==> config.mk <==
export PLATFORM = sky130hd
export DESIGN_NAME = trap_ctrl
export DESIGN_NICKNAME = d
export VERILOG_FILES = /design/src/rtl/trap_ctrl_pkg.sv /design/src/rtl/trap_ctrl_int_sync.sv /design/src/rtl/trap_ctrl.sv
export SDC_FILE = /design/constraint.sdc
export NUM_CORES = 1
export LEC_CHECK = 0
export CAP_MARGIN = 10
export CORE_AREA = 2 2 117 119
export DETAILED_ROUTE_END_ITERATION = 8
export DIE_AREA = 0 0 119 121
export HOLD_SLACK_MARGIN = 0.06
export PLACE_DENSITY = 0.9
export RECOVER_POWER = 50
export SLEW_MARGIN = 5
export SYNTH_ARGS = -nofsm -noshare
export SYNTH_HDL_FRONTEND = slang
export SYNTH_HIERARCHICAL = 1
export SYNTH_SLANG_ARGS = --single-unit
==> constraint.sdc <==
create_clock -name clk -period 11 [get_ports clk]
set_input_delay 3.3 -clock clk [delete_from_list [all_inputs] [get_ports clk]]
set_output_delay 3.3 -clock clk [all_outputs]
set_load 0.02 [all_outputs]
==> src/rtl/trap_ctrl_pkg.sv <==
// Shared trap codes, CSR bit positions, interrupt causes and FSM states
// for the MEM-stage trap arbiter.
package trap_ctrl_pkg;

   localparam logic [31:0] EXC_INT      = 32'h0000_0000;
   localparam logic [31:0] EXC_ECALL    = 32'h0000_0001;
   localparam logic [31:0] EXC_EBREAK   = 32'h0000_0002;
   localparam logic [31:0] EXC_TIMER    = 32'h0000_0003;
   localparam logic [31:0] EXC_OV       = 32'h0000_0004;
   localparam logic [31:0] EXC_INST_INV = 32'h0000_0005;
   localparam logic [31:0] EXC_LD_MIS   = 32'h0000_0006;
   localparam logic [31:0] EXC_ST_MIS   = 32'h0000_0007;
   localparam logic [31:0] EXC_MRET     = 32'hFFFF_FFFF;
   localparam logic [31:0] EXC_NONE     = 32'h0000_000F;

   localparam int          MSTATUS_MIE    = 3;
   localparam logic [1:0]  MTVEC_MODE_VEC = 2'd1;

   localparam logic [31:0] CAUSE_TIMER = 32'd7;
   localparam logic [31:0] CAUSE_EXT   = 32'd11;

   typedef enum logic [1:0] {
      ST_IDLE  = 2'd0,
      ST_TRAP  = 2'd1,
      ST_DRAIN = 2'd2
   } state_e;

   // Redirect target for a non-MRET trap; only interrupts use the vectored
   // table, and the reserved modes 2/3 fall back to direct.
   function automatic logic [31:0] trap_vector(input logic [31:0] mtvec,
                                               input logic        is_int,
                                               input logic [31:0] cause);
      logic [31:0] base;
      base = {mtvec[31:2], 2'b00};
      if (is_int && (mtvec[1:0] == MTVEC_MODE_VEC))
         return base + (cause << 2);
      return base;
   endfunction

endpackage

==> src/rtl/trap_ctrl_int_sync.sv <==
// Multi-flop synchronizer for an asynchronous interrupt request, producing a
// single-cycle pulse on each rising edge of the synchronized level.
module trap_ctrl_int_sync #(
   parameter int SYNC_STAGES = 2
) (
   input  logic clk,
   input  logic rst,
   input  logic async_i,
   output logic rise_o
);

   logic [SYNC_STAGES-1:0] sync_q, sync_d;
   logic                   last_q, last_d;

   // Shift the raw input through the chain and remember the previous output.
   always_comb begin
      sync_d = {sync_q[SYNC_STAGES-2:0], async_i};
      last_d = sync_q[SYNC_STAGES-1];
   end

   // Chain and edge-detect registers, cleared on reset.
   always_ff @(posedge clk) begin
      if (!rst) begin
         sync_q <= '0;
         last_q <= 1'b0;
      end else begin
         sync_q <= sync_d;
         last_q <= last_d;
      end
   end

   assign rise_o = sync_q[SYNC_STAGES-1] & ~last_q;

endmodule

==> src/rtl/trap_ctrl.sv <==
// Trap arbiter between MEM and the CSR file: picks at most one trap per
// cycle, reports it to the CSR file and redirects the pipeline.
//
// state    | meaning
// ---------+---------------------------------------------------------------
// ST_IDLE  | accepting; arbitrates when the MEM slot is valid
// ST_TRAP  | registered trap outputs and flush visible for one cycle
// ST_DRAIN | pipeline bubbles; flags ignored for DRAIN_CYCLES cycles
module trap_ctrl
   import trap_ctrl_pkg::*;
#(
   parameter int DRAIN_CYCLES = 2,   // at least 1
   parameter int SYNC_STAGES  = 2    // at least 2
) (
   input  logic        clk,
   input  logic        rst,
   input  logic        mem_valid_i,
   input  logic [31:0] mem_pc_i,
   input  logic [31:0] mem_inst_i,
   input  logic        exc_inst_inv_i,
   input  logic        exc_ecall_i,
   input  logic        exc_ebreak_i,
   input  logic        exc_ld_mis_i,
   input  logic        exc_st_mis_i,
   input  logic        exc_ov_i,
   input  logic        mret_i,
   input  logic        timer_int_i,
   input  logic        ext_int_i,
   input  logic [31:0] mstatus_i,
   input  logic [31:0] mtvec_i,
   input  logic [31:0] mepc_i,
   output logic [31:0] excepttype_o,
   output logic [31:0] current_inst_addr_o,
   output logic [31:0] inst_o,
   output logic        flush_o,
   output logic [31:0] new_pc_o
);

   localparam int               CNT_W      = $clog2(DRAIN_CYCLES + 1);
   localparam logic [CNT_W-1:0] DRAIN_LOAD = CNT_W'(DRAIN_CYCLES - 1);

   state_e            state_q, state_d;
   logic [CNT_W-1:0]  drain_cnt_q, drain_cnt_d;
   logic              int_pend_q, int_pend_d;
   logic [31:0]       excepttype_q, excepttype_d;
   logic [31:0]       addr_q, addr_d;
   logic [31:0]       inst_q, inst_d;
   logic [31:0]       new_pc_q, new_pc_d;
   logic              flush_q, flush_d;

   logic              ext_rise;
   logic              mie;
   logic              sel_valid;
   logic              sel_int;
   logic              sel_ext;
   logic [31:0]       sel_code;
   logic [31:0]       sel_cause;
   logic              unused_mstatus;

   assign unused_mstatus = ^{mstatus_i[31:MSTATUS_MIE+1], mstatus_i[MSTATUS_MIE-1:0]};
   assign mie            = mstatus_i[MSTATUS_MIE];

   trap_ctrl_int_sync #(
      .SYNC_STAGES (SYNC_STAGES)
   ) u_int_sync (
      .clk     (clk),
      .rst     (rst),
      .async_i (ext_int_i),
      .rise_o  (ext_rise)
   );

   // Fixed-priority trap selection, only while idle with a real instruction.
   always_comb begin
      sel_valid = 1'b0;
      sel_int   = 1'b0;
      sel_ext   = 1'b0;
      sel_code  = EXC_NONE;
      sel_cause = '0;
      if (state_q == ST_IDLE && mem_valid_i) begin
         sel_valid = 1'b1;
         if      (exc_inst_inv_i)      sel_code = EXC_INST_INV;
         else if (exc_ecall_i)         sel_code = EXC_ECALL;
         else if (exc_ebreak_i)        sel_code = EXC_EBREAK;
         else if (exc_ld_mis_i)        sel_code = EXC_LD_MIS;
         else if (exc_st_mis_i)        sel_code = EXC_ST_MIS;
         else if (exc_ov_i)            sel_code = EXC_OV;
         else if (timer_int_i && mie) begin
            sel_code  = EXC_TIMER;
            sel_int   = 1'b1;
            sel_cause = CAUSE_TIMER;
         end else if (int_pend_q && mie) begin
            sel_code  = EXC_INT;
            sel_int   = 1'b1;
            sel_ext   = 1'b1;
            sel_cause = CAUSE_EXT;
         end else if (mret_i)          sel_code = EXC_MRET;
         else                          sel_valid = 1'b0;
      end
   end

   // A new edge beats a take in the same cycle so no request is lost.
   always_comb begin
      int_pend_d = int_pend_q;
      if (ext_rise)     int_pend_d = 1'b1;
      else if (sel_ext) int_pend_d = 1'b0;
   end

   // Next state and drain down-counter.
   always_comb begin
      state_d     = state_q;
      drain_cnt_d = drain_cnt_q;
      unique case (state_q)
         ST_IDLE:  if (sel_valid) state_d = ST_TRAP;
         ST_TRAP: begin
            state_d     = ST_DRAIN;
            drain_cnt_d = DRAIN_LOAD;
         end
         ST_DRAIN: begin
            if (drain_cnt_q == '0) state_d = ST_IDLE;
            else                   drain_cnt_d = drain_cnt_q - 1'b1;
         end
         default:  state_d = ST_IDLE;
      endcase
   end

   // Trap outputs are captured with the selection and shown for one cycle;
   // PC/instruction/target hold their last trap value otherwise.
   always_comb begin
      excepttype_d = EXC_NONE;
      flush_d      = 1'b0;
      addr_d       = addr_q;
      inst_d       = inst_q;
      new_pc_d     = new_pc_q;
      if (sel_valid) begin
         excepttype_d = sel_code;
         flush_d      = 1'b1;
         addr_d       = mem_pc_i;
         inst_d       = mem_inst_i;
         new_pc_d     = (sel_code == EXC_MRET) ? mepc_i
                                               : trap_vector(mtvec_i, sel_int, sel_cause);
      end
   end

   // State and output registers with synchronous active-low reset.
   always_ff @(posedge clk) begin
      if (!rst) begin
         state_q      <= ST_IDLE;
         drain_cnt_q  <= '0;
         int_pend_q   <= 1'b0;
         excepttype_q <= EXC_NONE;
         flush_q      <= 1'b0;
         addr_q       <= '0;
         inst_q       <= '0;
         new_pc_q     <= '0;
      end else begin
         state_q      <= state_d;
         drain_cnt_q  <= drain_cnt_d;
         int_pend_q   <= int_pend_d;
         excepttype_q <= excepttype_d;
         flush_q      <= flush_d;
         addr_q       <= addr_d;
         inst_q       <= inst_d;
         new_pc_q     <= new_pc_d;
      end
   end

   assign excepttype_o        = excepttype_q;
   assign flush_o             = flush_q;
   assign current_inst_addr_o = addr_q;
   assign inst_o              = inst_q;
   assign new_pc_o            = new_pc_q;

endmodule

==> results of run 1 <==
power groups by stage:
| stage | Combinational, mW | Sequential [mW] | Clock (mW) |
|---|---|---|---|
| 3_5_place_dp | 0.200 | 0.448 | 0 |
| 6_report | 0.190 | 0.438 | 0.348 |
| 2_1_floorplan | 0.0505 | 0.477 | 0 |
| 3_3_place_gp | 0.197 | 0.447 | 0 |
| 4_1_cts | 0.201 | 0.439 | 0.356 |
| 5_1_grt | 0.203 | 0.441 | 0.373 |
per-layer routing:
layer	up-vias	track usage [%]	share of wire, %
met3	26	4.98	5.8
li1	2237	-	-
met5	-	0	0
met4	0	7.74	2.4
met2	163	35.5	49
met1	2241	25.2	42
logic make-up (layout without fill, tap and decap cells):
group / Yosys count / in the layout / synth area share, %
adders and majority gates: 6 / 6 / 1.71
buffers and inverters: 72 / 304 / 7.96
xor gates and xnor gates: 25 / 25 / 4.52
DFF: 110 / 110 / 45.5
muxes: 3 / 3 / 0.621
AOI/OAI and AO/OA: 149 / 149 / 23.3
and+or+nand+nor: 111 / 111 / 16.4
final timing paths:
check,start,to,slack [ps]
max,exc_ebreak_i,new_pc_o[14]$_SDFFE_PN0P_,3610
min,u_int_sync/sync_q[0]$_SDFF_PN0_,u_int_sync/sync_q[1]$_SDFF_PN0_,450
max reg2reg,state_q[1]$_SDFFE_PN0P_,new_pc_o[14]$_SDFFE_PN0P_,7450
min reg2reg,u_int_sync/sync_q[0]$_SDFF_PN0_,u_int_sync/sync_q[1]$_SDFF_PN0_,450
metrics by stage:
stage	worst slack, ps	power, mW	hold WS [ps]	util, %	std cells
3_3_place_gp	3730	0.644	410	57.2	868
2_1_floorplan	4890	0.528	406	-	476
4_1_cts	4030	0.996	450	59.7	884
5_1_grt	3270	1.02	470	59.5	884
6_report	3610	0.976	445	59.5	884
3_5_place_dp	3690	0.648	425	57.2	868
state kept, by name, summed over array words and instances (netlist names), 2 cells and up:
name and count:
current_inst_addr_o 32, drain_cnt_q 2, excepttype_o 5, inst_o 32
new_pc_o 32, state_q 2, u_int_sync/sync_q 2
layout make-up:
| cell class | instances | share of cell area [%] |
|---|---|---|
| clock inverter | 7 | 1.30 |
| sequential | 110 | 28.3 |
| tap | 176 | 2.83 |
| inverter | 14 | 0.675 |
| clock buffer | 9 | 2.89 |
| timing repair buffer | 274 | 35.0 |
| multi-input combinational | 294 | 29.0 |
worst register-to-register path, stage by stage (launching register included):
cell	delay [ps]
dfxtp_1	400
nor3b_1	420
nand3_1	250
nor2_1	360
ha_1	240
inv_1	60
fa_1	380
nand2b_1	170
o2bb2ai_2	310
or4_1	560
a21boi_1	210
o21ai_1	80
cell usage in the layout (no fill, tap or decap), types with 13 or more instances in the layout:
master           count
xnor2_1             24
o21ai_1             21
a22o_1              68
inv_1               13
nand2_1             17
dlygate4sd3_1      111
a22oi_1             16
clkdlybuf4s50_1    158
dfxtp_1            110
nand3_1             16
==> run metrics, run 1 <==
status finished, final reports clean; nets 881; Clock power frac 35.6%; initial cell density of the core 37.0%; # fillers 1,066; arrival time worst endpoint 7620 ps; CP Capture Type flip-flop; Clock Latency Late Sink 350 ps; post-detail-place hpwl 11,600 um; CTS root buf clkbuf_16; Flop pwr share 44.9%; Crit path depth 12; Max-Cap Viols 0; Resized Gates After CTS 0; mapped cell area 4840 um^2; Multi-input gate area 2260 um^2; WP buf/inv 2; CP max stage delay 1020 ps; total negative slack 0 ps; Mapped Cells 476; worst hold stages 1; global-route wire length before repair 23,600 um; reg2reg path depth 11; Yosys warnings 6; Tmin final 7390 ps; largest net degree at the start of global routing 74; cts hold-fix bufs 0; Post-synth EDFFs 0; max_slew headroom 20.4%; clock-pin slew of the registers on the worst-case setup and hold paths 80 ps; commonest cells in the netlist dfxtp_1 (110), a22o_1 (68), buf_4 (28); DR pass1 iterations 5; antenna violations before repair 0; cell with the most instances after synthesis dfxtp_1; Slew Viols, Final 0; switch share 27.2%; syn_area_per_cell 10.2 um^2; die height 121 um; Logic pwr share 19.5%; htree depth 3; CTS Sinks 110; finished layout cell area 7790 um^2; top post-synthesis cells by area dfxtp_1 (46%), a22o_1 (12%), buf_4 (4.3%); vias in the first global route 4,487; delay-heaviest family, CP simple AND/OR/NAND/NOR gates; CTS Buf Count 9; Rows 42; Critical Path RT 11,230 ps; DP Area 7490 um^2; overflow left after global routing 0; Slew @ Worst Pin 1180 ps; drt wl/cell 17.5 um; Main synth FF type dfxtp_1; cell-by-cell trace of the critical path dlygate4sd3_1 -> nor4_1 -> nand3_1 -> nor2_1 -> ha_1 -> inv_1 -> fa_1 -> nand2b_1 -> o2bb2ai_2 -> or4_1 -> a21boi_1 -> o21ai_1; area leader, netlist dfxtp_1; via count 4,667; # IOs 301; clk buf depth 2; min-delay worst type flip-flop to flip-flop; initial drt markers 275; area occupied by registers 2200 um^2; Async S/R FF share, synth 0%; Setup-failing EPs final 0; # diodes 0; clk_skew 10.9 ps; RSZ-0062 raised after global routing no; # port buffers 269; share of layout cells above drive strength 1 6.50%; final hold viol count 0; Tcrit/Tclk final 67.1%; sw power 0.266 mW; CP Max Fanout 14; #FFs+latches synth 110; syn_nets 654; Max VDD drop 0.0000705 V; Final ANT Viol Nets 0; Layout area overhead 60.9%; remaining routing DRC violations 0; critical path launch point type primary input; Int Power 0.710 mW; CTS tree done; Power Dens Cells 125 nW/um^2; Die W 119 um; Post-Route WL 15,400 um; Pleak 3.03 nW; slowest stage cell, crit path nor4_1; share of the synthesized area in the top cell type 45.5%; core box area 13,100 um^2; via/cell ratio 5.28; CP Class primary input to flip-flop; Peak Freq 135 MHz; Setup Buffers After CTS 0; RD Place Congestion 0.828; DIE AREA 14,400 um^2; Seq/Total Area, Yosys 45.5%; GRT Resource Usage Total 20.7%; Synth cell types 56
Note: power is estimated with default switching activity, not from simulation.
==> inputs of run 2 (changes only) <==
Settings changed: CORE_AREA 2 2 117 119 to unset, CORE_MARGIN set to 2, CORE_UTILIZATION set to 34, DIE_AREA 0 0 119 121 to unset, PLACE_DENSITY 0.9 to 0.88.
Clock period 11 ns to 6.3 ns, I/O delays scaled along.
==> run 2 against run 1 <==
Effect of this change:
- the run now ends with capacitance limit, slew limit left
- power grew 71%
- sequential cell count stayed put
- wire length shrank 2.2%
- final cell count up 0.90%
- global-route usage decreased by 1.9 points
- register-to-register slack lost 4600 ps
==> run metrics, run 2 (same netlist as run 1, synthesis figures left out) <==
Final ANT Viol Nets 0 (unchanged); via/cell ratio 5.17 (-2.1%); Slew Viols, Final 77 (+77); global-route met1 utilization 22.8% (-2.4 points); die height 123 um (+1.9%); CTS root buf clkbuf_16; via count 4,609 (-1.2%); largest net degree at the start of global routing 77 (+4.1%); arrival time worst endpoint 5430 ps (-2190 ps); Die W 123 um (+3.6%); critical path launch point type primary input; met2 usage 32.0% (-3.6 points); CP max stage delay 600 ps (-420 ps); initial drt markers 193 (-30%); max_slew headroom -7.58% (-28 points); nets 885 (+0.45%); Tmin final 5190 ps; cell-by-cell trace of the critical path dlygate4sd3_1 -> nor3b_1 -> nand3_1 -> nor2_1 -> ha_1 -> inv_1 -> fa_1 -> nand2b_1 -> o2bb2ai_2 -> or4_1 -> a21boi_1 -> o21ai_1; clock-pin slew of the registers on the worst-case setup and hold paths 80 ps (about the same); GR Util met3 5.35% (+0.37 points); finished layout cell area 7830 um^2 (+0.53%); Tcrit/Tclk final 82.3%; RSZ-0062 raised after global routing no; CTS Sinks 110 (unchanged); GRT Resource Usage Total 18.8% (-1.9 points); delay-heaviest family, CP simple AND/OR/NAND/NOR gates; slowest stage cell, crit path dlygate4sd3_1; Layout area overhead 61.8%; DP Area 7540 um^2 (+0.63%); Setup Buffers After CTS 0 (unchanged); total negative slack 0 ps (unchanged); Max VDD drop 0.000119 V (+69%); status finished with violations; Slew @ Worst Pin 1610 ps (+430 ps); Peak Freq 193 MHz; CP Capture Type flip-flop; failing checks capacitance limit, slew limit; RD Place Congestion 0.827 (about the same); min-delay worst type flip-flop to flip-flop; CTS Buf Count 9 (unchanged); CTS tree done; cts hold-fix bufs 0 (unchanged); clk_skew 5.23 ps (-5.66 ps); Post-Route WL 15,100 um (-2.2%); Pleak 3.02 nW (-0.34%); most frequent cells in the layout clkdlybuf4s50_1 (166), dfxtp_1 (110), dlygate4sd3_1 (103); global-route wire length before repair 22,400 um (-4.9%); htree depth 3 (unchanged); # fillers 1,210 (+14%); drt wl/cell 16.9 um (-3.1%); Clock Latency Late Sink 350 ps (about the same); core box area 13,900 um^2 (+6.1%); # port buffers 269 (unchanged); grt peak-use layer met2; Resized Gates After CTS 0 (unchanged); Critical Path RT 6540 ps (-4690 ps); WP buf/inv 2 (unchanged); Rows 43 (+2.4%); CP Max Fanout 14 (unchanged); Power Dens Cells 213 nW/um^2 (+70%); Setup-failing EPs final 0 (unchanged); DIE AREA 15,200 um^2 (+5.6%); final hold viol count 0 (unchanged); CP Class primary input to flip-flop; initial cell density of the core 34.9% (-2.1 points); # diodes 0 (unchanged); clk buf depth 2 (unchanged); remaining routing DRC violations 0 (unchanged); share of layout cells above drive strength 1 7.16% (+0.67 points); commonest non-fill, non-tap cell in the layout clkdlybuf4s50_1; post-detail-place hpwl 11,400 um (-1.7%); # IOs 301 (unchanged); vias in the first global route 4,345 (-3.2%); overflow left after global routing 0 (unchanged); antenna violations before repair 0 (unchanged); Max-Cap Viols 1 (+1); DR pass1 iterations 4 (-1)
-- run 2: cell types whose count changed in the layout (fill, tap and decap cells not counted), sizes merged --
| cell | before | now |
|---|---|---|
| buf | 4 | 7 |
| bufinv | 1 | 0 |
| clkbuf | 10 | 11 |
| clkdlybuf4s50 | 158 | 166 |
| clkinv | 3 | 5 |
| clkinvlp | 1 | 0 |
| dlygate4sd3 | 111 | 103 |
-- run 2: metal layers --
metal  vias to the layer above  part of all wire [%]
li1                       2233                     -
met1                      2184                    41
met2                       167                    49
met3                        25                   7.7
met4                         0                   2.2
met5                         -                     0
-- run 2: worst paths after layout --
path	from	cells past startpoint	end	slack, ps
setup / recovery	mem_valid_i	12	new_pc_o[14]$_SDFFE_PN0P_	1110
hold / removal	u_int_sync/sync_q[0]$_SDFF_PN0_	1	u_int_sync/sync_q[1]$_SDFF_PN0_	430
setup reg to reg	state_q[1]$_SDFFE_PN0P_	11	new_pc_o[14]$_SDFFE_PN0P_	2820
hold reg to reg	u_int_sync/sync_q[0]$_SDFF_PN0_	1	u_int_sync/sync_q[1]$_SDFF_PN0_	430
-- run 2: where the power goes --
| group | internal [mW] | switching, mW |
|---|---|---|
| combinational | 0.180 | 0.156 |
| clock | 0.282 | 0.285 |
| sequential | 0.741 | 0.0235 |
-- run 2: worst reg2reg max path, cell delays in order, from the launching register on --
cell and delay, ps:
dfxtp_1 410, nor3b_1 440, nand3_1 240, nor2_1 270, ha_1 220, inv_1 50, fa_1 390, nand2b_1 180
o2bb2ai_2 310, or4_1 550, a21boi_1 220, o21ai_1 80
-- run 2: cell type report --
type | count | area (um^2) | share of cell area, %
Clock buffer | 9 | 225 | 2.88
Inverter | 14 | 52.6 | 0.671
Tap cell | 180 | 225 | 2.88
Sequential cell | 110 | 2200 | 28.1
Multi-Input combinational cell | 294 | 2280 | 29.1
Clock inverter | 7 | 77.6 | 0.991
Timing Repair Buffer | 278 | 2770 | 35.3
-- run 2: metrics by stage --
step | power (mW) | utilization [%] | std cells | worst slack, ps | hold WS (ps)
finish | 1.67 | 56.4 | 892 | 1110 | 431
global route | 1.74 | 56.4 | 892 | 890 | 460
CTS | 1.71 | 56.5 | 892 | 1200 | 435
detailed placement | 1.14 | 54.3 | 876 | 835 | 416
global placement | 1.13 | 54.3 | 876 | 883 | 411
floorplan | 0.922 | - | 476 | 1600 | 406
